File: src/rtl/rx.sv
// Receive matched filter and slicer: full-rate FIR over the oversampled input, saturated output,
// and a hard bit decision at the selected decimation phase.
module rx #(
  parameter int unsigned UPSAMPLE   = 4,
  parameter int unsigned NCOEF      = 24,
  parameter int unsigned COEF_NBITS = 8,
  parameter int unsigned COEF_FBITS = 7,
  parameter logic [NCOEF*COEF_NBITS-1:0] COEF = '0,
  parameter int unsigned IN_NBITS   = 8,
  parameter int unsigned IN_FBITS   = 7,
  parameter int unsigned OUT_NBITS  = 8,
  parameter int unsigned OUT_FBITS  = 7
) (
  input  logic                              clk,
  input  logic                              rst,
  input  logic signed [IN_NBITS-1:0]        rx_in,
  input  logic        [$clog2(UPSAMPLE)-1:0] phase_sel,
  output logic signed [OUT_NBITS-1:0]       rx_filt,
  output logic                              rx_bit,
  output logic                              rx_valid
);

  localparam int unsigned PW         = $clog2(UPSAMPLE);
  localparam int unsigned PROD_NBITS = IN_NBITS + COEF_NBITS;
  localparam int unsigned FULL_NBITS = IN_NBITS + COEF_NBITS + $clog2(NCOEF);
  localparam int unsigned FULL_FBITS = IN_FBITS + COEF_FBITS;
  localparam int unsigned SHIFT      = FULL_FBITS - OUT_FBITS;
  localparam int unsigned HI_NBITS   = FULL_NBITS - SHIFT - OUT_NBITS + 1;

  logic signed [IN_NBITS-1:0]   sreg [NCOEF-1];
  logic signed [IN_NBITS-1:0]   win  [NCOEF];
  logic signed [COEF_NBITS-1:0] coef_j;
  logic signed [PROD_NBITS-1:0] prod;
  logic signed [FULL_NBITS-1:0] acc;
  logic                         ovf;
  logic signed [OUT_NBITS-1:0]  filt_d;
  logic        [PW-1:0]         cnt;

  // Tap 0 sees the live input so the output register adds only one cycle of latency.
  always_comb begin
    win[0] = rx_in;
    for (int j = 1; j < NCOEF; j++) begin
      win[j] = sreg[j-1];
    end
  end

  always_comb begin
    acc    = '0;
    coef_j = '0;
    prod   = '0;
    for (int j = 0; j < NCOEF; j++) begin
      coef_j = $signed(COEF[(NCOEF-1-j)*COEF_NBITS +: COEF_NBITS]);
      prod   = PROD_NBITS'(coef_j) * PROD_NBITS'(win[j]);
      acc    = acc + $signed({{(FULL_NBITS-PROD_NBITS){prod[PROD_NBITS-1]}}, prod});
    end
  end

  // Floor by dropping fraction bits; clamp when the discarded high bits disagree with the sign.
  always_comb begin
    ovf = acc[FULL_NBITS-1 -: HI_NBITS] != {HI_NBITS{acc[FULL_NBITS-1]}};
    if (!ovf) begin
      filt_d = acc[SHIFT +: OUT_NBITS];
    end else if (acc[FULL_NBITS-1]) begin
      filt_d = {1'b1, {(OUT_NBITS-1){1'b0}}};
    end else begin
      filt_d = {1'b0, {(OUT_NBITS-1){1'b1}}};
    end
  end

  always_ff @(posedge clk or posedge rst) begin
    if (rst) begin
      for (int j = 0; j < NCOEF - 1; j++) begin
        sreg[j] <= '0;
      end
      cnt      <= '0;
      rx_filt  <= '0;
      rx_bit   <= 1'b0;
      rx_valid <= 1'b0;
    end else begin
      sreg[0] <= rx_in;
      for (int j = 1; j < NCOEF - 1; j++) begin
        sreg[j] <= sreg[j-1];
      end
      cnt     <= (cnt == PW'(UPSAMPLE - 1)) ? '0 : cnt + PW'(1);
      rx_filt <= filt_d;
      if (cnt == phase_sel) begin
        rx_bit   <= ~acc[FULL_NBITS-1];
        rx_valid <= 1'b1;
      end else begin
        rx_valid <= 1'b0;
      end
    end
  end

endmodule

File: config.mk
export PLATFORM = sky130hd
export DESIGN_NAME = rx
export DESIGN_NICKNAME = d
export VERILOG_FILES = /design/src/rtl/rx.sv
export SDC_FILE = /design/constraint.sdc
export NUM_CORES = 1
export LEC_CHECK = 0
export CORE_AREA = 5 5 42 44
export DETAILED_ROUTE_END_ITERATION = 6
export DIE_AREA = 0 0 47 49
export PLACE_DENSITY_LB_ADDON = 0.12
export REMOVE_ABC_BUFFERS = 1
export SYNTH_ARGS = -nofsm -noshare
export SYNTH_HDL_FRONTEND = slang
export SYNTH_SLANG_ARGS = --single-unit
File: constraint.sdc
create_clock -name clk -period 0.9 [get_ports clk]
set_input_delay 0.18 -clock clk [delete_from_list [all_inputs] [get_ports clk]]
set_output_delay 0.18 -clock clk [all_outputs]
set_load 0.05 [all_outputs]
==> run_results.csv, run 1 <==
group,metric,value,unit
sta,min_period,966,ps
logic_synthesis,synth_top_area_frac,0.471,
routing,avgViaCountPerCell,2.86,
sta,hold_viol,0,
power,vdd.ir_drop.worst,619,uV
sta,timing.clock.skew,0.806,ps
critical_path,slowest_stage,"dfrtp_1",
routing,drtPass1Iterations,2,
grt,grt_start_max_net_pins,5,
floorplanning,rows,14,
logic_synthesis,synth_top_cells_by_area,"dfrtp_1 47%, buf_4 28%, xor2_1 8.2%",
clocking,cts_made_buffers,3,
sta,setup_repair_after_global_routing_missed_its_margin,"yes",
critical_path,crit-reg2reg-launch,"cnt[0]$_DFF_PP0_",
routing,drc,0,
logic_synthesis,synth-edff-count,0,
clocking,cts-hold-fix-buffers,0,
sta,finalCritPeriodShare,1.07,
critical_path,required,720,ps
logic_synthesis,postSynth.asyncResetShare,1.00,
outcome,failed_checks,"negative setup slack",
clocking,cts-root-buf,"clkbuf_4",
power,power-per-cell-area,1720,nW/um2
routing,drt.antenna.violating_nets,0,
place,gp_congestion,0.547,
cells_and_area,postLayoutCellArea,299,um2
clocking,cts_max_level,1,
critical_path,cp_num_buf_inv,1,
cells_and_area,fillCellCount,160,
logic_synthesis,synth_top_area_cell,"dfrtp_1",
logic_synthesis,synth_area,213,um2
place,placement.setup.worst_slack,-152,ps
grt,first_global_vias,127,
critical_path,crit_chain,"buf_12",
sta,timing.final.setup_violations,2,
critical_path,crit_path_class,"reg -> out",
logic_synthesis,yosys-top-cells-count,"8 x buf_4, 4 x dfrtp_1, 2 x nor2_1, 2 x xor2_1",
critical_path,largest_delay_contributor_family_on_the_critical_path,"flip-flops",
min_path,hold_path_class,"in -> async",
logic_synthesis,synth_seq_area_share,0.471,
sta,report.final.slew_viol_count,0,
critical_path,worst_setup_path_startpoint,"rx_bit$_DFFE_PP0N_",
grt,overall_overflow_remaining_after_global_route,0,
sta,totalNegativeSetupSlack,-113,ps
floorplanning,chipWidth,47,um
floorplanning,pin_count,22,
floorplanning,core_area,1400,um2
sta,clock.fmax,1040,MHz
clocking,cts.repair.resized,0,
cells_and_area,layout.nets,43,
critical_path,critical_path_peak_fanout,2,
critical_path,worst_setup_path_end_kind,"output port",
critical_path,register_to_register_setup_slack,100,ps
power,static-leakage-power,0.149,nW
routing,detailroute.via_count,126,
logic_synthesis,netlist-cell-type-count,8,
logic_synthesis,syn_inst,20,
outcome,run_status,"complete, but fails checks",
grt,antenna_found_initial,0,
clocking,worstSkewPairLatency,230,ps
place,post_dp_cell_area,269,um2
logic_synthesis,yosysMostFrequentCell,"buf_4",
cells_and_area,syn_to_final_growth,40.6,%
logic_synthesis,ys_warn_count,0,
routing,wire_per_inst,6.95,um
clocking,cts.sink_count,4,
place,placement.io_buffers,5,
grt,grt_util_all_layers,0.0389,
clocking,clk_transition_reported_paths,40,ps
clocking,cts_tree,"yes",
routing,route.final.wire_length,306,um
routing,detail_route.iter0.violations,2,
cells_and_area,post_route_cells_drive_above_1_share,0.214,
critical_path,cp_data_arrival_time,790,ps
logic_synthesis,postSynth.topFlopCell,"dfrtp_1",
cells_and_area,antennaDiodeCount,0,
logic_synthesis,synth.ff_latch_count,4,
logic_synthesis,syn_avg_cell_area,10.6,um2
floorplanning,floorplan.initialDensity,0.152,
critical_path,critical-path-max-stage-delay,400,ps
floorplanning,die_area,2300,um2
critical_path,setup.worst_path.start_class,"flip-flop",
floorplanning,die_height,49,um
flow_run,cap_viol_max_count,0,
grt,first_pass_grt_wire_length,510,um
sta,finalWorstSetupSlack,-65.9,ps
clocking,clk_path_buf_depth,2,
-- flip-flops by register name, indices dropped and copies added, names as in the netlist --
name and count:
cnt 2, rx_bit 1, rx_valid 1
-- kinds of logic (layout without fill, tap and decap cells) --
kind of cell | count (synthesis) | count (layout) | share of synthesized area
AOI/OAI and AO/OA | 1 | 1 | 0.0353
and+or+nand+nor | 2 | 2 | 0.0353
DFF | 4 | 4 | 0.471
xor gates and xnor gates | 2 | 2 | 0.0824
other | 1 | 8 | 0.0176
adders and majority gates | 1 | 1 | 0.0588
buffers and inverters | 9 | 10 | 0.300
-- routing by layer --
| metal | share of wire | up-vias | global-route usage |
|---|---|---|---|
| met5 | 0 | - | 0 |
| met4 | 0 | 0 | 0.0415 |
| met1 | 0.37 | 55 | 0.0290 |
| met2 | 0.44 | 9 | 0.0407 |
| li1 | - | 62 | - |
| met3 | 0.19 | 0 | 0.0554 |
-- power breakdown --
group	switching (W)	leakage, nW	internal [W]	total [W]
logic	0.0000910	0.0899	0.0000227	0.000114
registers	0.00000175	0.0455	0.000183	0.000185
clock network	0.0000677	0.0138	0.000149	0.000217
total	0.000160	0.149	0.000355	0.000515
-- metrics by stage --
stage	power (W)	hold slack, ps	cells	utilization
floorplan	0.000274	-53.9	19	-
global placement	0.000300	384	40	0.192
detailed placement	0.000300	382	40	0.192
CTS	0.000526	141	44	0.213
global route	0.000553	156	44	0.213
finish	0.000515	140	44	0.213
-- repair_timing --
item / in CTS / in global routing
buffers inserted: 1 / 0
endpoints found under the setup margin: 2 / 2
pin swaps: 0 / 0
-- placed cells by master (no fill, tap or decap), drive strengths merged --
| cell type | n |
|---|---|
| inv | 1 |
| xor2 | 2 |
| conb | 8 |
| nor2 | 2 |
| clkdlybuf4s50 | 3 |
| clkbuf | 3 |
| dfrtp | 4 |
| buf | 3 |
| ha | 1 |
| o21bai | 1 |
-- final timing paths --
path,endpoint,depth (start not counted)
worst max register to register,cnt[1]$_DFF_PP0_,1
worst max-delay path,rx_bit,1
worst min register to register,cnt[0]$_DFF_PP0_,1
worst min-delay path,rx_valid$_DFF_PP0_,2
max in group asynchronous,cnt[0]$_DFF_PP0_,2
min in group clk,cnt[0]$_DFF_PP0_,1
-- area by class of cell --
class / count / area, um2 / share of cell area
flip-flops and latches: 4 / 100 / 0.335
multi-input cells: 14 / 75.1 / 0.251
repair buffers: 6 / 77.6 / 0.259
inverters: 1 / 3.75 / 0.0126
well taps: 16 / 20.0 / 0.0669
clock buffers: 3 / 22.5 / 0.0753
No activity file was read; power rests on OpenSTA's default activity.
==> inputs of run 2 (changes only) <==
--- a/config.mk
+++ b/config.mk
@@ -8,6 +8,7 @@
 export CORE_AREA = 5 5 42 44
 export DETAILED_ROUTE_END_ITERATION = 6
 export DIE_AREA = 0 0 47 49
+export GPL_ROUTABILITY_DRIVEN = 0
 export PLACE_DENSITY_LB_ADDON = 0.12
 export REMOVE_ABC_BUFFERS = 1
 export SYNTH_ARGS = -nofsm -noshare
==> results of run 2 <==
The final DEF is identical to that of run 1; final timing and power are the same.
==> inputs of run 3 (changes only) <==
--- a/config.mk
+++ b/config.mk
@@ -9,7 +9,6 @@
 export DETAILED_ROUTE_END_ITERATION = 6
 export DIE_AREA = 0 0 47 49
 export GPL_ROUTABILITY_DRIVEN = 0
-export PLACE_DENSITY_LB_ADDON = 0.12
 export REMOVE_ABC_BUFFERS = 1
 export SYNTH_ARGS = -nofsm -noshare
 export SYNTH_HDL_FRONTEND = slang
==> run 3 against run 2 <==
  * The run still ends with negative setup slack left
  * Routed wire length increased by 5.6%
  * First-iteration DRC count decreased by 100%
  * Die area unchanged
  * Sequential cell count unchanged
  * Critical path depth unchanged
  * Largest power group unchanged
  * Clock power about the same
  * Worst hold slack improved by 3.3 ps
  * Sequential share of layout area unchanged
==> run_results.csv, run 3 (synthesis results as in run 1) <==
group,metric,value,unit
clocking,cts.sink_count,4,
sta,hold_viol,0,
routing,top_layer,"met3",
critical_path,required,720,ps
cells_and_area,postLayoutCellArea,299,um2
sta,finalCritPeriodShare,1.07,
critical_path,setup.worst_path.start_class,"flip-flop",
sta,timing.clock.skew,1.53,ps
floorplanning,rows,14,
floorplanning,die_height,49,um
min_path,hold_path_class,"in -> async",
critical_path,slowest_stage,"dfrtp_1",
cells_and_area,final_core_util,0.213,
routing,drc,0,
cells_and_area,commonest_cells_after_routing_fill_and_taps_aside,"8 x conb_1, 4 x dfrtp_1, 3 x clkbuf_4, 3 x clkdlybuf4s50_1",
grt,grt_start_max_net_pins,5,
grt,overall_overflow_remaining_after_global_route,0,
grt,first_global_vias,129,
clocking,cts_setup_buffers,0,
sta,clock.fmax,1040,MHz
power,vdd.ir_drop.worst,330,uV
critical_path,crit_cells,1,
cells_and_area,layout.nets,42,
cells_and_area,max_reg_flops,2,
clocking,worstSkewPairLatency,230,ps
floorplanning,chipWidth,47,um
sta,report.final.slew_viol_count,0,
routing,avgViaCountPerCell,2.67,
floorplanning,die_area,2300,um2
sta,finalWorstSetupSlack,-61.2,ps
routing,met2_routed_wirelength,151,um
floorplanning,floorplan.initialDensity,0.152,
critical_path,worst_setup_path_end_kind,"output port",
critical_path,cp_num_buf_inv,1,
sta,hold_ws,143,ps
grt,antenna_found_initial,0,
power,power-per-cell-area,1730,nW/um2
outcome,failed_checks,"negative setup slack",
routing,drtPass1Iterations,1,
clocking,clk_path_buf_depth,2,
power,design_power_total,0.000517,W
sta,timing.final.setup_violations,2,
clocking,cts_max_level,1,
cells_and_area,mostFrequentLayoutCell,"conb_1",
power,static-leakage-power,0.146,nW
clocking,cts_made_buffers,3,
cells_and_area,post_route_cells_drive_above_1_share,0.222,
critical_path,cp_data_arrival_time,780,ps
grt,first_pass_grt_wire_length,579,um
critical_path,largest_delay_contributor_family_on_the_critical_path,"flip-flops",
clocking,clk_transition_reported_paths,40,ps
sta,min_period,961,ps
routing,drt.antenna.violating_nets,0,
floorplanning,pin_count,22,
grt,grt_util_all_layers,0.0417,
routing,detailroute.via_count,115,
routing,routed-wl-met3,51,um
place,post_dp_cell_area,269,um2
critical_path,crit_path_class,"reg -> out",
critical_path,critical_path_peak_fanout,2,
place,placement.io_buffers,5,
cells_and_area,antennaDiodeCount,0,
sta,setup_repair_after_global_routing_missed_its_margin,"yes",
floorplanning,core_area,1400,um2
critical_path,critical-path-max-stage-delay,390,ps
routing,route.final.wire_length,323,um
routing,wire_per_inst,7.51,um
flow_run,cap_viol_max_count,0,
clocking,cts_tree,"yes",
routing,detail_route.iter0.violations,0,
cells_and_area,syn_to_final_growth,40.6,%
critical_path,crit_chain,"buf_12",
cells_and_area,reg.largest.list,"cnt: 2 flops, rx_bit: 1 flops, rx_valid: 1 flops",
clocking,cts-root-buf,"clkbuf_4",
critical_path,crit-reg2reg-launch,"cnt[1]$_DFF_PP0_",
critical_path,r2r_cells,2,
cells_and_area,top_register_by_number_of_flip_flops,"cnt",
routing,wl_met1,120,um
outcome,run_status,"complete, but fails checks",
critical_path,worst_setup_path_startpoint,"rx_bit$_DFFE_PP0N_",
## run 3: changes by cell type in the layout (fill, tap and decap cells not counted), sizes merged
cell	before	now
buf	3	2
## run 3: metal layers
metal / global-route usage / vias up
li1: - / 58
met3: 0.0332 / 0
met4: 0.0553 / 0
met2: 0.0385 / 7
met5: 0 / -
met1: 0.0466 / 50
## run 3: per-stage QoR
stage,cells,setup slack [ps],TNS (ps)
floorplan,19,12.1,0
finish,43,-61.2,-108
global placement,40,-167,-298
detailed placement,40,-159,-282
global route,43,-91.1,-162
CTS,43,-75.5,-136
## run 3: where the power goes
part           switching (W)  internal, W  leakage, nW  total [W]
Clock              0.0000686     0.000149       0.0138   0.000218
Sequential        0.00000176     0.000183       0.0455   0.000185
Combinational      0.0000916    0.0000232       0.0871   0.000115
## run 3: cell type report
| class | count | area [um2] |
|---|---|---|
| repair buffers | 5 | 70.1 |
| flip-flops and latches | 4 | 100 |
| multi-input cells | 14 | 82.6 |
| fillers | 162 | 1100 |
| well taps | 16 | 20.0 |
| clock buffers | 3 | 22.5 |
| inverters | 1 | 3.75 |
## run 3: repair_timing
action                                  4_1_cts  5_1_grt
hold buffers                                  0        0
gates resized for setup                       0        1
pin swaps                                     0        1
endpoints found under the setup margin        2        3
## run 3: path summary, 6_finish.rpt
kind,to,slack [ps]
worst max register to register,rx_bit$_DFFE_PP0N_,90
max in group asynchronous,cnt[0]$_DFF_PP0_,610
worst max-delay path,rx_bit,-60
min in group clk,cnt[0]$_DFF_PP0_,470
worst min register to register,cnt[0]$_DFF_PP0_,470
worst min-delay path,rx_bit$_DFFE_PP0N_,140
## run 3: worst reg2reg max path, cell delays in order (launching register included)
cell and delay (ps):
dfrtp_1 400, xor2_2 190, o21bai_1 140
